**config.mk**
```make
export PLATFORM = sky130hd
export DESIGN_NAME = hex_display_scanner
export DESIGN_NICKNAME = d
export VERILOG_FILES = /design/src/rtl/hex_display_scanner.sv
export SDC_FILE = /design/constraint.sdc
export NUM_CORES = 1
export LEC_CHECK = 0
export ABC_AREA = 1
export BUFFER_PORTS_ARGS = -buffer_cell sky130_fd_sc_hd__buf_4
export CELL_PAD_IN_SITES_DETAIL_PLACEMENT = 2
export CELL_PAD_IN_SITES_GLOBAL_PLACEMENT = 2
export CORE_UTILIZATION = 36
export DETAILED_ROUTE_END_ITERATION = 8
export PLACE_DENSITY_LB_ADDON = 0.15
export SYNTH_ARGS = -nofsm -noshare
export SYNTH_HDL_FRONTEND = slang
export SYNTH_SLANG_ARGS = --single-unit
export TNS_END_PERCENT = 10
```
**constraint.sdc**
```tcl
create_clock -name clk -period 2 [get_ports clk]
set_input_delay 0.4 -clock clk [delete_from_list [all_inputs] [get_ports clk]]
set_output_delay 0.4 -clock clk [all_outputs]
set_load 0.02 [all_outputs]
```
**src/rtl/hex_display_scanner.sv**
```systemverilog
`default_nettype none
// ============================================================================
// Module      : hex_display_scanner
// Description : Scans a 32-bit value onto an 8-digit common-anode 7-segment
//               display with a frame-aligned shadow copy and a halt blinker.
// Revision    : 1.0 - initial release
// ============================================================================
module hex_display_scanner #(
  parameter logic [15:0] CLK_DIV      = 16'd50000,
  parameter logic [7:0]  BLINK_FRAMES = 8'd64
) (
  input  logic        clk,
  input  logic        reset,
  input  logic [31:0] Hex,
  input  logic        Update,
  input  logic        Halt,
  output logic [7:0]  an,
  output logic [6:0]  seg,
  output logic        dp
);

  typedef enum logic [0:0] {
    ST_SHOW  = 1'b0,
    ST_BLANK = 1'b1
  } blink_state_t;

  localparam logic [15:0] c_div_last   = CLK_DIV - 16'd1;
  localparam logic [7:0]  c_blink_last = BLINK_FRAMES - 8'd1;
  localparam logic [7:0]  c_an_dark    = 8'hFF;
  localparam logic [6:0]  c_seg_dark   = 7'h7F;

  logic [15:0]  r_div_cnt;
  logic [2:0]   r_digit_idx;
  logic         r_pend;
  logic [31:0]  r_pend_val;
  logic [31:0]  r_shadow;
  logic [7:0]   r_blink_cnt;
  blink_state_t r_state;
  logic [7:0]   r_an;
  logic [6:0]   r_seg;
  logic         r_dp;

  logic         w_tick;
  logic         w_frame_end;
  logic [3:0]   w_nib;
  blink_state_t w_state_nxt;
  logic [7:0]   w_blink_nxt;
  logic [7:0]   w_an_nxt;
  logic [6:0]   w_seg_nxt;
  logic         w_dp_nxt;

  function automatic logic [6:0] f_font(input logic [3:0] nib);
    logic [6:0] s;
    s = c_seg_dark;
    case (nib)
      4'h0: s = 7'h40;
      4'h1: s = 7'h79;
      4'h2: s = 7'h24;
      4'h3: s = 7'h30;
      4'h4: s = 7'h19;
      4'h5: s = 7'h12;
      4'h6: s = 7'h02;
      4'h7: s = 7'h78;
      4'h8: s = 7'h00;
      4'h9: s = 7'h10;
      4'hA: s = 7'h08;
      4'hB: s = 7'h03;
      4'hC: s = 7'h46;
      4'hD: s = 7'h21;
      4'hE: s = 7'h06;
      4'hF: s = 7'h0E;
    endcase
    return s;
  endfunction

  assign w_tick      = (r_div_cnt == c_div_last);
  assign w_frame_end = w_tick && (r_digit_idx == 3'd7);
  assign w_nib       = r_shadow[{r_digit_idx, 2'b00} +: 4];

  // Slot divider and digit scan.
  always_ff @(posedge clk or negedge reset) begin
    if (!reset) begin
      r_div_cnt   <= '0;
      r_digit_idx <= '0;
    end else begin
      r_div_cnt <= w_tick ? 16'd0 : r_div_cnt + 16'd1;
      if (w_tick) r_digit_idx <= r_digit_idx + 3'd1;
    end
  end

  // The shadow only moves at frame_end so a frame is never torn; an Update
  // landing on frame_end bypasses the pending slot entirely.
  always_ff @(posedge clk or negedge reset) begin
    if (!reset) begin
      r_pend     <= 1'b0;
      r_pend_val <= '0;
      r_shadow   <= '0;
    end else if (w_frame_end) begin
      r_shadow <= Update ? Hex : (r_pend ? r_pend_val : r_shadow);
      r_pend   <= 1'b0;
    end else if (Update) begin
      r_pend_val <= Hex;
      r_pend     <= 1'b1;
    end
  end

  always_ff @(posedge clk or negedge reset) begin
    if (!reset) begin
      r_state     <= ST_SHOW;
      r_blink_cnt <= '0;
    end else begin
      r_state     <= w_state_nxt;
      r_blink_cnt <= w_blink_nxt;
    end
  end

  always_comb begin
    w_state_nxt = r_state;
    w_blink_nxt = r_blink_cnt;
    if (!Halt) begin
      w_state_nxt = ST_SHOW;
      w_blink_nxt = '0;
    end else if (w_frame_end) begin
      if (r_blink_cnt == c_blink_last) begin
        w_state_nxt = (r_state == ST_SHOW) ? ST_BLANK : ST_SHOW;
        w_blink_nxt = '0;
      end else begin
        w_blink_nxt = r_blink_cnt + 8'd1;
      end
    end
  end

  always_comb begin
    w_an_nxt  = c_an_dark;
    w_seg_nxt = c_seg_dark;
    w_dp_nxt  = 1'b1;
    if (r_state == ST_SHOW) begin
      w_an_nxt  = ~(8'b1 << r_digit_idx);
      w_seg_nxt = f_font(w_nib);
      w_dp_nxt  = !(Halt && (r_digit_idx == 3'd0));
    end
  end

  // Registered drive keeps the pad outputs glitch-free.
  always_ff @(posedge clk or negedge reset) begin
    if (!reset) begin
      r_an  <= c_an_dark;
      r_seg <= c_seg_dark;
      r_dp  <= 1'b1;
    end else begin
      r_an  <= w_an_nxt;
      r_seg <= w_seg_nxt;
      r_dp  <= w_dp_nxt;
    end
  end

  assign an  = r_an;
  assign seg = r_seg;
  assign dp  = r_dp;

endmodule
`default_nettype wire

```
==> out/metrics.yaml, run 1 <==
timing:
  whs_ps: 321
  setup_viol: 0
  fin_skew_ps: 9.92
  finalMaxSlewViolations: 0
  period_minus_slack_ps: 1860
  fin_ws_ps: 141
  worst_pin_slew_ps: 468
  rsz0062_at_grt: "true"
  slew_headroom: 0.686
  post-route-period-util: 0.930
  fmax_ghz: 0.538
  fin_tns_setup_ps: 0
  finalHoldViolations: 0
clocking:
  htreeDepth: 3
  clk_path_buf_depth: 2
  cts_buffers: 9
  clock_tree.root_cell: "clkbuf_16"
  clkLatencyLatePin_ps: 350
  numClockSinks: 109
  postCtsSetupBuffers: 0
  tritoncts: "yes"
  clkTransAtPathRegs_ps: 70
floorplan:
  core_um2: 15100
  rows: 45
  start_util: 0.369
  die_h_um: 127
  io_pins: 52
  die_x_um: 127
  dieArea_um2: 16000
drt:
  vias: 4539
  wl_um: 14500
  drtIter0Drc: 231
  drc: 0
  viasPerCell: 4.92
  antenna_left: 0
  first_pass_iters: 4
  routedWlPerCell_um: 15.7
critical_path:
  crit_chain: "ha_1, nand2_1, inv_2, nand2_1, nor2_4, nand3_4, clkinv_2, nand2_4, buf_4, nand2_1, o21ai_2"
  cp_num_buf_inv: 3
  r2r-start: "r_div_cnt[0]$_DFF_PN0_"
  r2r_slack_ps: 140
  critical_path_class: "flop to flop"
  end_kind: "flop"
  timing.critical_path.mode_cell: "nand2_1"
  cp_max_fo: 18
  critPathLaunchType: "flop"
  crit_cells: 11
  crit_family: "simple AND/OR/NAND/NOR gates"
  cp-endpoint: "r_shadow[30]$_DFFE_PN0P_"
  arrival_ps: 2130
  slowest_delay_ps: 400
  r2r_cells: 11
  crit_start: "r_div_cnt[0]$_DFF_PN0_"
  cp_slowest_cell: "dfrtp_1"
  required_ps: 2270
  reg2reg_to: "r_shadow[30]$_DFFE_PN0P_"
cells_and_area:
  regArea_um2: 2750
  fin_util: 0.430
  multi_input_area_um2: 2300
  drive_gt1_frac: 0.198
  antenna_cells: 0
  finalInstanceArea_um2: 6510
  area_delta_synth_final_pct: 16.5
  final_nets: 779
  num-fill-cells: 1695
  final_cell_count_no_fill: 922
logic_synthesis:
  synth_area_per_cell_um2: 8.19
  synth_edf_count: 0
  synth_area_leaders: "dfrtp_1 42%, nand2_1 13%, dfstp_2 7.5%"
  synth_cell_types: 34
  netlist_instances: 682
  synthesis.nets: 732
  post-synth-top-count-cell: "nand2_1"
  synth.top_cell.area_share: 0.417
  ys_seq_area_frac: 0.492
  ys_warn_count: 0
  synth_ff_type: "dfrtp_1"
  synth-seq-cells: 109
  synth_common_cells: "200 x nand2_1, 93 x dfrtp_1, 89 x inv_1"
  syn-cell-area_um2: 5590
  synth-async-reset-ratio: 1.00
  yosysTopAreaCell: "dfrtp_1"
placement:
  hpwl_um: 10400
  place_congestion: 0.793
  dp_cells: 905
  dpl_cell_area_um2: 6170
  io_buffer_count: 51
  dp_slack_ps: 3.67
pwr:
  leakage_nw: 3.24
  ir_drop_mv: 0.535
  power_mw: 4.63
  p_per_area_nw_per_um2: 712
  pwr-share-seq: 0.506
  swShare: 0.237
  power_frac_comb: 0.087
  internal-power_mw: 3.53
  p_sw_mw: 1.10
  clkPwrFrac: 0.407
grt:
  grt-ovfl-total: 0
  grt_pass1_wl_um: 25300
  grt_pass1_vias: 5121
  antenna_found_initial: 0
  track_usage: 0.197
  grt_start_max_net_pins: 50
outcome:
  status: "completed"
flow_run:
  drv_cap: 0
hold_path:
  hp-class: "input pin to flop"
worst min path at each step:
stage                     depth (start not counted)  slack, ps                         end    start
after CTS                                         3        310  r_pend_val[23]$_DFFE_PN0P_  Hex[23]
after floorplan                                   0        100  r_blink_cnt[0]$_DFFE_PN0P_    reset
after global routing                              3        330  r_pend_val[24]$_DFFE_PN0P_  Hex[24]
final                                             3        320  r_pend_val[23]$_DFFE_PN0P_  Hex[23]
after detailed placement                          1        350     r_div_cnt[11]$_DFF_PN0_    reset
after global placement                            1        340     r_div_cnt[13]$_DFF_PN0_    reset
power groups by stage:
stage	Sequential (mW)	Combinational [mW]	Clock (mW)
after floorplan	2.41	0.173	0
after global placement	2.38	0.397	0
after detailed placement	2.39	0.413	0
after CTS	2.35	0.417	1.95
after global routing	2.36	0.454	2.03
final	2.35	0.401	1.89
area by class of cell:
class                   count  share of cell area
repair buffers             63              0.0833
clock buffers              15              0.0427
flip-flops and latches    109               0.422
inverters                  97              0.0569
clock inverters             1             0.00461
multi-input cells         449               0.354
well taps                 188              0.0361
cells in the final DEF, fill, tap and decap left out, types with 4 or more instances in the layout:
master and instances:
buf_12 5, nor3_1 6, nand2_2 4, inv_1 89, nand3_1 62, dfrtp_1 93, dfstp_2 16, o21ai_1 6
buf_4 56, nor2_1 27, nand2_1 199, nand4_1 8, ha_1 13, o21ai_0 65, o21ai_2 32, xor2_1 9
clkbuf_16 9
state kept, by name (all words and copies together), names as in the netlist:
signal,flops
r_digit_idx,3
dp,1
r_pend,1
r_state,1
r_shadow,32
r_blink_cnt,8
seg,7
r_div_cnt,16
an,8
r_pend_val,32
cell families (layout without fill, tap and decap cells):
group / Yosys count / count (layout) / share of synthesized area
adder cells (fa/ha/maj): 14 / 14 / 0.0314
AND/OR/NAND/NOR: 318 / 318 / 0.244
flip-flops: 109 / 109 / 0.492
AO/OA/AOI/OAI: 106 / 106 / 0.118
XOR/XNOR: 10 / 10 / 0.0157
multiplexers: 1 / 1 / 0.00179
buffers and inverters: 124 / 176 / 0.0972
tightest hold or removal path, delay by kind of cell:
family,cells,cell delay [ps]
compound gates,1,70
buf+inv,2,170
what timing repair did:
item | in CTS | in global routing
endpoints found under the hold margin | 23 | 0
resized for setup | 3 | 3
endpoints found under the setup margin | 4 | 17
hold buffers | 1 | 0
layer usage:
metal  up-vias  track usage  part of all wire
met4         0       0.0418            0.0085
met1      2248        0.260              0.47
li1       2232            -                 -
met3         9       0.0354             0.026
met2        50        0.338              0.49
met5         -            0                 0
Note: power is estimated with default switching activity, not from simulation.
==> run 2, diff against run 1 <==
clock period = 2.03 ns   (was 2 ns; I/O delays follow)
==> out/metrics.yaml, run 2 (synthesis gave the netlist of run 1 again) <==
timing:
  rsz0062_at_grt: "true"
  worst_pin_slew_ps: 567  # +98.9 ps
  fin_skew_ps: 8.18  # -1.74 ps
  period_minus_slack_ps: 1910  # +50.0 ps
  slew_headroom: 0.618  # -0.0675
  fmax_ghz: 0.524  # -2.6%
  post-route-period-util: 0.940  # +0.0109
  finalHoldViolations: 0  # unchanged
  finalMaxSlewViolations: 0  # unchanged
  fin_ws_ps: 121  # -20.0 ps
  setup_viol: 0  # unchanged
clocking:
  htreeDepth: 3  # unchanged
  numClockSinks: 109  # unchanged
  postCtsSetupBuffers: 0  # unchanged
  tritoncts: "yes"
  postCtsHoldBufs: 0  # -1
  clkLatencyLatePin_ps: 360  # about the same
  clkTransAtPathRegs_ps: 70  # about the same
  clk_path_buf_depth: 2  # unchanged
  cts_buffers: 9  # unchanged
  clock_tree.root_cell: "clkbuf_16"
pwr:
  p_per_area_nw_per_um2: 702  # -1.4%
  clkPwrFrac: 0.405  # -0.002
  internal-power_mw: 3.44  # -2.7%
  swShare: 0.246  # +0.00852
  pwr-share-seq: 0.507  # about the same
  leakage_nw: 3.23  # -0.27%
  ir_drop_mv: 0.395  # -26%
  p_sw_mw: 1.12  # +2.0%
  power_frac_comb: 0.088  # about the same
cells_and_area:
  area_delta_synth_final_pct: 16.3
  regArea_um2: 2750  # about the same
  final_common_cell: "nand2_1"
  final_nets: 779  # unchanged
  drive_gt1_frac: 0.201  # +0.00300
  reg.largest.list: "r_pend_val: 32 flops, r_shadow: 32 flops, r_div_cnt: 16 flops"
  num-fill-cells: 1685  # -0.59%
  antenna_cells: 0  # unchanged
  multi_input_area_um2: 2300  # -0.11%
  final_cell_mix: "199 x nand2_1, 92 x dfrtp_1, 89 x inv_1"
  final_cell_count_no_fill: 921  # -0.11%
floorplan:
  dieArea_um2: 16000  # unchanged
  io_pins: 52  # unchanged
  core_um2: 15100  # unchanged
  die_h_um: 127  # unchanged
  rows: 45  # unchanged
  die_x_um: 127  # unchanged
  start_util: 0.369  # unchanged
drt:
  drc: 0  # unchanged
  antenna_left: 0  # unchanged
  routedWlPerCell_um: 16.1  # +2.5%
  wl_um: 14800  # +2.4%
  first_pass_iters: 4  # unchanged
  viasPerCell: 4.98  # +1.1%
  drtIter0Drc: 201  # -13%
  vias: 4583  # +0.97%
critical_path:
  critPathLaunchType: "flop"
  end_kind: "flop"
  r2r-start: "r_digit_idx[0]$_DFFE_PN0N_"
  critical_path_class: "flop to flop"
  required_ps: 2290  # +20 ps
  reg2reg_to: "seg[2]$_DFF_PN1_"
  r2r_slack_ps: 120  # -20 ps
  cp_max_fo: 17  # -1
  r2r_cells: 10  # -1
  arrival_ps: 2170  # +40 ps
placement:
  dp_cells: 906  # +0.11%
  dp_slack_ps: -26.6  # -30.3 ps
  io_buffer_count: 51  # unchanged
  hpwl_um: 10600  # +2.7%
  place_congestion: 0.838  # +5.7%
hold_path:
  hp-class: "input pin to asynchronous set/reset pin"
grt:
  grt-ovfl-total: 0  # unchanged
  grt_pass1_vias: 5182  # +1.2%
  antenna_found_initial: 0  # unchanged
  grt_pass1_wl_um: 25500  # +0.90%
  track_usage: 0.203  # +0.00567
  grt_start_max_net_pins: 66  # +32%
outcome:
  status: "completed"
flow_run:
  drv_cap: 0  # unchanged
## run 2: cell count changes in the layout (fill, tap and decap cells not counted)
cell,change
dfrtp_2,+1
clkinvlp_4,+2
inv_4,-2
buf_4,+1
inv_2,+1
dfrtp_1,-1
ha_1,+1
dlygate4sd3_1,-1
ha_2,-1
inv_6,+1
clkbuf_1,-2
clkbuf_8,-1
## run 2: worst max-delay path, stage by stage, from the launching register on
cell and delay, ps:
dfrtp_2 440, buf_6 200, nand2_1 70, nand3_1 130
nand2_1 80, nand2_1 60, nand2_1 100, ha_1 250
inv_1 100, nand3_1 110, o211ai_1 270
## run 2: area by class of cell
cell class,instances,area share
Sequential cell,109,0.423
Clock inverter,3,0.00693
Clock buffer,12,0.0395
Tap cell,188,0.0362
Multi-Input combinational cell,449,0.354
Timing Repair Buffer,63,0.0830
Inverter,97,0.0570
## run 2: timing repair
action	4_1_cts	5_1_grt
pin swaps	0	0
resized for setup	2	4
setup endpoints to repair	2	19
## run 2: how the worst max path moves through the flow
stage	depth (start not counted)	slack, ps	start	endpoint
4_1_cts	10	40	r_digit_idx[0]$_DFFE_PN0N_	seg[2]$_DFF_PN1_
6_report	10	120	r_digit_idx[0]$_DFFE_PN0N_	seg[2]$_DFF_PN1_
5_1_grt	10	-3	r_div_cnt[0]$_DFF_PN0_	r_pend_val[20]$_DFFE_PN0P_
2_1_floorplan	13	250	r_digit_idx[0]$_DFFE_PN0N_	seg[5]$_DFF_PN1_
3_3_place_gp	11	90	r_digit_idx[0]$_DFFE_PN0N_	seg[6]$_DFF_PN1_
3_5_place_dp	10	-30	r_digit_idx[0]$_DFFE_PN0N_	seg[2]$_DFF_PN1_
## run 2: metal layers
layer / GRT usage / wire length (um)
met2: 0.362 / 7520
met1: 0.252 / 6800
met4: 0.0723 / 209
met3: 0.0253 / 283
met5: 0 / 0
## run 2: power groups by stage
stage / clock network [mW] / logic (mW) / registers, mW
finish: 1.85 / 0.403 / 2.31
global route: 1.97 / 0.456 / 2.32
CTS: 1.91 / 0.416 / 2.31
detailed placement: 0 / 0.414 / 2.36
global placement: 0 / 0.391 / 2.35
floorplan: 0 / 0.171 / 2.38
## run 2: stage by stage
step	util	power, mW	hold WS (ps)	cell area (um2)	TNS (ps)
4_1_cts	0.428	4.64	28.3	6490	0
5_1_grt	0.429	4.75	49.0	6500	-2.94
2_1_floorplan	-	2.55	110	5590	0
3_5_place_dp	0.408	2.77	414	6180	-35.8
3_3_place_gp	0.408	2.74	401	6180	0
6_report	0.429	4.56	18.3	6500	0
